`config.mk`:
```
export PLATFORM = sky130hd
export DESIGN_NAME = cp0_int_ctrl
export DESIGN_NICKNAME = d
export VERILOG_FILES = /design/src/rtl/cp0_int_ctrl_pkg.sv /design/src/rtl/cp0_timer.sv /design/src/rtl/cp0_int_ctrl.sv
export SDC_FILE = /design/constraint.sdc
export NUM_CORES = 1
export LEC_CHECK = 0
export BUFFER_PORTS_ARGS = -buffer_cell sky130_fd_sc_hd__buf_4
export CAP_MARGIN = 20
export CORE_MARGIN = 2
export CORE_UTILIZATION = 52
export CTS_BUF_LIST = sky130_fd_sc_hd__clkbuf_8
export DETAILED_ROUTE_END_ITERATION = 10
export PLACE_DENSITY = 0.94
export SYNTH_ARGS = -nofsm -noshare
export SYNTH_HDL_FRONTEND = slang
export SYNTH_HIERARCHICAL = 1
export SYNTH_SLANG_ARGS = --single-unit
```
`constraint.sdc`:
```
create_clock -name clk -period 2.5 [get_ports clk]
set_input_delay 0.25 -clock clk [delete_from_list [all_inputs] [get_ports clk]]
set_output_delay 0.25 -clock clk [all_outputs]
set_load 0.1 [all_outputs]
```
`src/rtl/cp0_int_ctrl_pkg.sv`:
```
// Shared CP0 register addresses, interrupt FSM encodings and MTC0 write payload.
package cp0_int_ctrl_pkg;

    localparam int unsigned CP0_DW   = 32;
    localparam int unsigned CP0_AW   = 8;
    localparam int unsigned HW_IP_W  = 6;
    localparam int unsigned SW_IP_W  = 2;
    localparam int unsigned IP_W     = HW_IP_W + SW_IP_W;
    localparam int unsigned ST_W     = 2;

    // {rd,sel} addresses of the registers owned here
    localparam logic [CP0_AW-1:0] CR_COUNT   = 8'h48;
    localparam logic [CP0_AW-1:0] CR_COMPARE = 8'h58;
    localparam logic [CP0_AW-1:0] CR_CAUSE   = 8'h68;

    localparam logic [ST_W-1:0] ST_IDLE = 2'd0;
    localparam logic [ST_W-1:0] ST_REQ  = 2'd1;
    localparam logic [ST_W-1:0] ST_WAIT = 2'd2;

    typedef struct packed {
        logic              we;
        logic [CP0_AW-1:0] addr;
        logic [CP0_DW-1:0] data;
    } cp0_wr_t;

    function automatic logic wr_hit(input cp0_wr_t wr, input logic [CP0_AW-1:0] reg_addr);
        return wr.we && (wr.addr == reg_addr);
    endfunction

endpackage

```
`src/rtl/cp0_timer.sv`:
```
// Count/Compare pair with clock prescaler and the sticky timer-interrupt flag.
module cp0_timer
    import cp0_int_ctrl_pkg::*;
#(
    parameter int unsigned CNT_DIV = 2
) (
    input  logic              clk,
    input  logic              reset,
    input  cp0_wr_t           wr,
    output logic [CP0_DW-1:0] count,
    output logic [CP0_DW-1:0] compare,
    output logic              ti
);

    localparam int unsigned PW = (CNT_DIV > 1) ? $clog2(CNT_DIV) : 1;

    logic [PW-1:0] presc;
    logic          upd;
    logic          count_we_c;
    logic          compare_we_c;
    logic          tick_c;
    logic          hit_c;

    assign count_we_c   = wr_hit(wr, CR_COUNT);
    assign compare_we_c = wr_hit(wr, CR_COMPARE);
    assign tick_c       = (presc == PW'(CNT_DIV - 1));
    // only a freshly arrived count value may raise TI, so a held count cannot re-set it
    assign hit_c        = upd && (count == compare);

    always_ff @(posedge clk) begin
        if (reset) begin
            presc <= '0;
            count <= '0;
            upd   <= 1'b0;
        end else if (count_we_c) begin
            presc <= '0;
            count <= wr.data;
            upd   <= 1'b1;
        end else if (tick_c) begin
            presc <= '0;
            count <= count + 32'd1;
            upd   <= 1'b1;
        end else begin
            presc <= presc + PW'(1);
            upd   <= 1'b0;
        end
    end

    always_ff @(posedge clk) begin
        if (reset) begin
            compare <= '0;
            ti      <= 1'b0;
        end else if (compare_we_c) begin
            compare <= wr.data;
            ti      <= 1'b0;
        end else if (hit_c) begin
            ti      <= 1'b1;
        end
    end

endmodule

```
`src/rtl/cp0_int_ctrl.sv`:
```
// CP0 interrupt controller: Cause.IP sampling, pending arbitration and int_req handshake.
module cp0_int_ctrl
    import cp0_int_ctrl_pkg::*;
#(
    parameter int unsigned CNT_DIV  = 2,
    parameter int unsigned HW_INT_W = 6
) (
    input  logic                clk,
    input  logic                reset,
    input  logic [HW_INT_W-1:0] hw_int,
    input  logic                mtc0_we,
    input  logic [CP0_AW-1:0]   cp0_addr,
    input  logic [CP0_DW-1:0]   cp0_wdata,
    input  logic [7:0]          status_im,
    input  logic                status_ie,
    input  logic                status_exl,
    input  logic                int_ack,
    input  logic                eret_flush,
    output logic                int_req,
    output logic                cause_ti,
    output logic [IP_W-1:0]     cause_ip,
    output logic [CP0_DW-1:0]   count_rdata,
    output logic [CP0_DW-1:0]   compare_rdata
);

    cp0_wr_t              wr;
    logic [HW_IP_W-1:0]   hw_q;
    logic [SW_IP_W-1:0]   sw_ip;
    logic                 ti;
    logic [ST_W-1:0]      state;
    logic [ST_W-1:0]      state_nxt;
    logic                 pend_c;

    assign wr = '{we: mtc0_we, addr: cp0_addr, data: cp0_wdata};

    cp0_timer #(
        .CNT_DIV (CNT_DIV)
    ) u_timer (
        .clk     (clk),
        .reset   (reset),
        .wr      (wr),
        .count   (count_rdata),
        .compare (compare_rdata),
        .ti      (ti)
    );

    // IP[7:2] sample the raw lines; IP[1:0] are software-writable via Cause
    always_ff @(posedge clk) begin
        if (reset) begin
            hw_q  <= '0;
            sw_ip <= '0;
        end else begin
            hw_q <= HW_IP_W'(hw_int);
            if (wr_hit(wr, CR_CAUSE)) begin
                sw_ip <= wr.data[9:8];
            end
        end
    end

    assign cause_ti = ti;
    assign cause_ip = {hw_q[5] | ti, hw_q[4:0], sw_ip};
    assign pend_c   = (|(cause_ip & status_im)) && status_ie && !status_exl;

    always_ff @(posedge clk) begin
        if (reset) begin
            state   <= ST_IDLE;
            int_req <= 1'b0;
        end else begin
            state   <= state_nxt;
            int_req <= (state_nxt == ST_REQ);
        end
    end

    // WAIT blocks re-requesting until EXL is visibly set (or ERET unwinds it)
    always_comb begin
        state_nxt = state;
        case (state)
            ST_IDLE: begin
                if (pend_c) begin
                    state_nxt = ST_REQ;
                end
            end
            ST_REQ: begin
                if (int_ack) begin
                    state_nxt = ST_WAIT;
                end else if (!pend_c) begin
                    state_nxt = ST_IDLE;
                end
            end
            ST_WAIT: begin
                if (status_exl || eret_flush) begin
                    state_nxt = ST_IDLE;
                end
            end
            default: state_nxt = ST_IDLE;
        endcase
    end

endmodule
```
==> impl_metrics.py <==
metrics = {
    "run_status": {
        "status": "finished clean",
    },
    "logic_synthesis": {
        "avgSynthCellArea_sq_um": 8.60,
        "synth.top_cells.by_area": "dfxtp_1, xnor2_1, nand2_1",
        "synthCells": 450,
        "synth_area_leader_cell": "dfxtp_1",
        "synth.top_cells.by_count": "nand2_1, dfxtp_1, xnor2_1",
        "yosysWarnings": 6,
        "synth_edf_count": 0,
        "synth.most_common_cell": "nand2_1",
        "synth_xor_area_frac": 0.143,
        "ys_async_sr_fraction": 0,
        "synthSimpleGateAreaFrac": 0.266,
        "synth.area.mux_share": 0.00776,
        "synth-adder-area-share": 0.00323,
        "synth_compound_area_frac": 0.121,
        "netlist.area_leader.share": 0.403,
        "synth-seq-cells": 78,
        "synth_ff_type": "dfxtp_1",
        "syn_nets": 512,
        "synth_area_sq_um": 3870,
        "synth_top_family_by_area": "simple AND/OR/NAND/NOR gates",
        "synth-seq-area-share": 0.403,
        "yosysUniqueCellTypes": 43,
    },
    "floorplanning": {
        "io_pins": 135,
        "die_h_microns": 90.3,
        "coreArea_sq_um": 7210,
        "dieArea_sq_um": 8150,
        "die_w_microns": 90.3,
        "start_util": 0.536,
        "rows": 31,
    },
    "cts": {
        "cts_resized": 0,
        "clockRootBuffer": "clkbuf_8",
        "cts_hold_buf": 0,
        "clkTransAtPathRegs_ns": 0.08,
        "clock_sinks": 78,
        "numCtsBuffers": 9,
        "cts_tree": "built",
        "cts.path.max_buffers": 2,
        "h-tree-depth": 3,
        "postCtsSetupBuffers": 0,
        "clock_latency_ns": 0.35,
    },
    "timing": {
        "tns_ns": 0,
        "worst_pin_slew_ns": 0.682,
        "drv_slew": 0,
        "layout_setup_ws_ns": 0.363,
        "fin_crit_sh": 0.855,
        "skew_ns": 0.0109,
        "setup_violations": 0,
        "slew_headroom": 0.545,
        "hold_violations": 0,
        "rsz0062_at_grt": "false",
        "clock.fmax_ghz": 0.468,
        "min_period_ns": 2.14,
    },
    "routing": {
        "finalWirelength_microns": 11200,
        "wl_per_cell_microns": 16.8,
        "ant_nets": 0,
        "drt_iter0_drc": 295,
        "dr.pass1.iters": 5,
        "drt-vias-per-instance": 5.58,
        "vias": 3729,
        "drc": 0,
    },
    "grt": {
        "grt-ovfl-total": 0,
        "track_usage": 0.267,
        "grt_max_degree": 67,
        "antenna_found_initial": 0,
        "grt_pass1_vias": 3542,
        "grt_pass1_wl_microns": 17500,
    },
    "cells_and_area": {
        "antenna_cells": 0,
        "drive_above_1_share": 0.320,
        "area_growth_syn_to_layout_pct": 30.5,
        "fin_util": 0.700,
        "finalInstanceArea_sq_um": 5050,
        "fillers": 533,
        "nNetsFinal": 627,
    },
    "hold_path": {
        "hold_start": "hw_int[1]",
        "worstHoldPathType": "primary input to flop",
    },
    "critical_path": {
        "regToRegSetupSlack_ns": 0.36,
        "endpoint": "u_timer/count[30]$_SDFFE_PP0P_",
        "r2r-start": "u_timer/count[0]$_SDFFE_PP0P_",
        "start_kind": "flop",
        "r2r-end": "u_timer/count[30]$_SDFFE_PP0P_",
        "critPathKind": "flop to flop",
        "worst_setup_path_end_kind": "flop",
        "critPathMaxFanout": 7,
        "cp-startpoint": "u_timer/count[0]$_SDFFE_PP0P_",
        "cp.arrival_ns": 2.39,
        "cp.required_ns": 2.75,
        "reg2reg_depth": 6,
    },
    "power": {
        "leakage_uw": 0.00206,
        "power_per_cell_area_nw_per_um2": 502,
        "vdd_drop_max_mv": 0.284,
        "finalPower_uw": 2540,
    },
    "place": {
        "pre_cts_slack_ns": 0.426,
        "post_dp_cell_area_sq_um": 4850,
        "numPortBuffers": 134,
        "dpl.hpwl_microns": 8100,
        "gp_congestion": 0.911,
    },
    "job": {
        "max-cap-violations": 0,
    },
}
how the worst min path moves through the flow:
stage	endpoint	slack [ns]	depth (start not counted)
3_3_place_gp	state[1]$_SDFF_PP0_	0.45	2
3_5_place_dp	hw_q[1]$_SDFF_PP0_	0.47	2
4_1_cts	hw_q[1]$_SDFF_PP0_	0.1	2
5_1_grt	hw_q[1]$_SDFF_PP0_	0.1	2
2_1_floorplan	hw_q[0]$_SDFF_PP0_	0.38	1
6_report	hw_q[1]$_SDFF_PP0_	0.11	2
where the power goes:
| group | internal (uW) | switching, uW |
|---|---|---|
| sequential | 1260 | 17.6 |
| clock | 548 | 444 |
| combinational | 104 | 166 |
through the flow:
| stage | std cells | hold WS [ns] |
|---|---|---|
| 6_report | 668 | 0.113 |
| 3_3_place_gp | 653 | 0.452 |
| 4_1_cts | 668 | 0.100 |
| 3_5_place_dp | 653 | 0.467 |
| 2_1_floorplan | 450 | 0.378 |
| 5_1_grt | 668 | 0.0959 |
worst max-delay path, stage by stage (launching register included):
cell and delay, ns:
dfxtp_2 0.41, ha_1 0.24, nand3_1 0.19, nor4_4 0.59
nand3_1 0.18, xor2_1 0.18, a211oi_1 0.26
state kept, by name (all words and copies together), names as in the netlist:
| signal | flops |
|---|---|
| int_req | 1 |
| u_timer/ti | 1 |
| sw_ip | 2 |
| state | 2 |
| u_timer/upd | 1 |
| u_timer/count | 32 |
| u_timer/presc | 1 |
| u_timer/compare | 32 |
| hw_q | 6 |
cell families (layout without fill, tap and decap cells):
| logic type | count (synthesis) | after routing |
|---|---|---|
| AOI/OAI and AO/OA | 72 | 72 |
| xor gates and xnor gates | 63 | 63 |
| adders and majority gates | 1 | 1 |
| buffers and inverters | 39 | 158 |
| DFF | 78 | 78 |
| muxes | 3 | 3 |
| and+or+nand+nor | 194 | 194 |
cell type report:
cell class / count / area, sq um / share of cell area
clock buffer: 9 / 124 / 0.0245
clock inverter: 6 / 78.8 / 0.0156
inverter: 4 / 15.0 / 0.00297
multi-input combinational: 333 / 2090 / 0.414
sequential: 78 / 1580 / 0.312
tap: 99 / 124 / 0.0245
timing repair buffer: 139 / 1040 / 0.207
placed cells by master, fill, tap and decap left out, types with 2 or more instances in the layout:
cell	count
nor4b_1	2
nand3_1	12
and3_1	4
nor3_1	6
nor4_4	3
or2_2	2
clkinv_2	3
nand2_1	82
a211oi_1	31
a31oi_1	3
nand4_1	14
buf_4	139
nor2b_1	6
dfxtp_1	67
nand4_4	3
xnor2_1	40
clkbuf_8	9
inv_1	5
mux2i_1	3
nor4_1	6
nand2b_1	4
xor2_1	23
nor2_1	38
a21oi_1	34
or4_4	2
dfxtp_2	11
bufinv_16	2
routing by layer:
layer  global-route usage  routed length, microns  up-vias
li1                     -                       -     1764
met1                0.312                    4480     1748
met2                0.452                    5550      186
met3               0.0718                     854       31
met4                0.135                     360        0
met5                    0                       0        -
(Power assumes the default switching activity.)
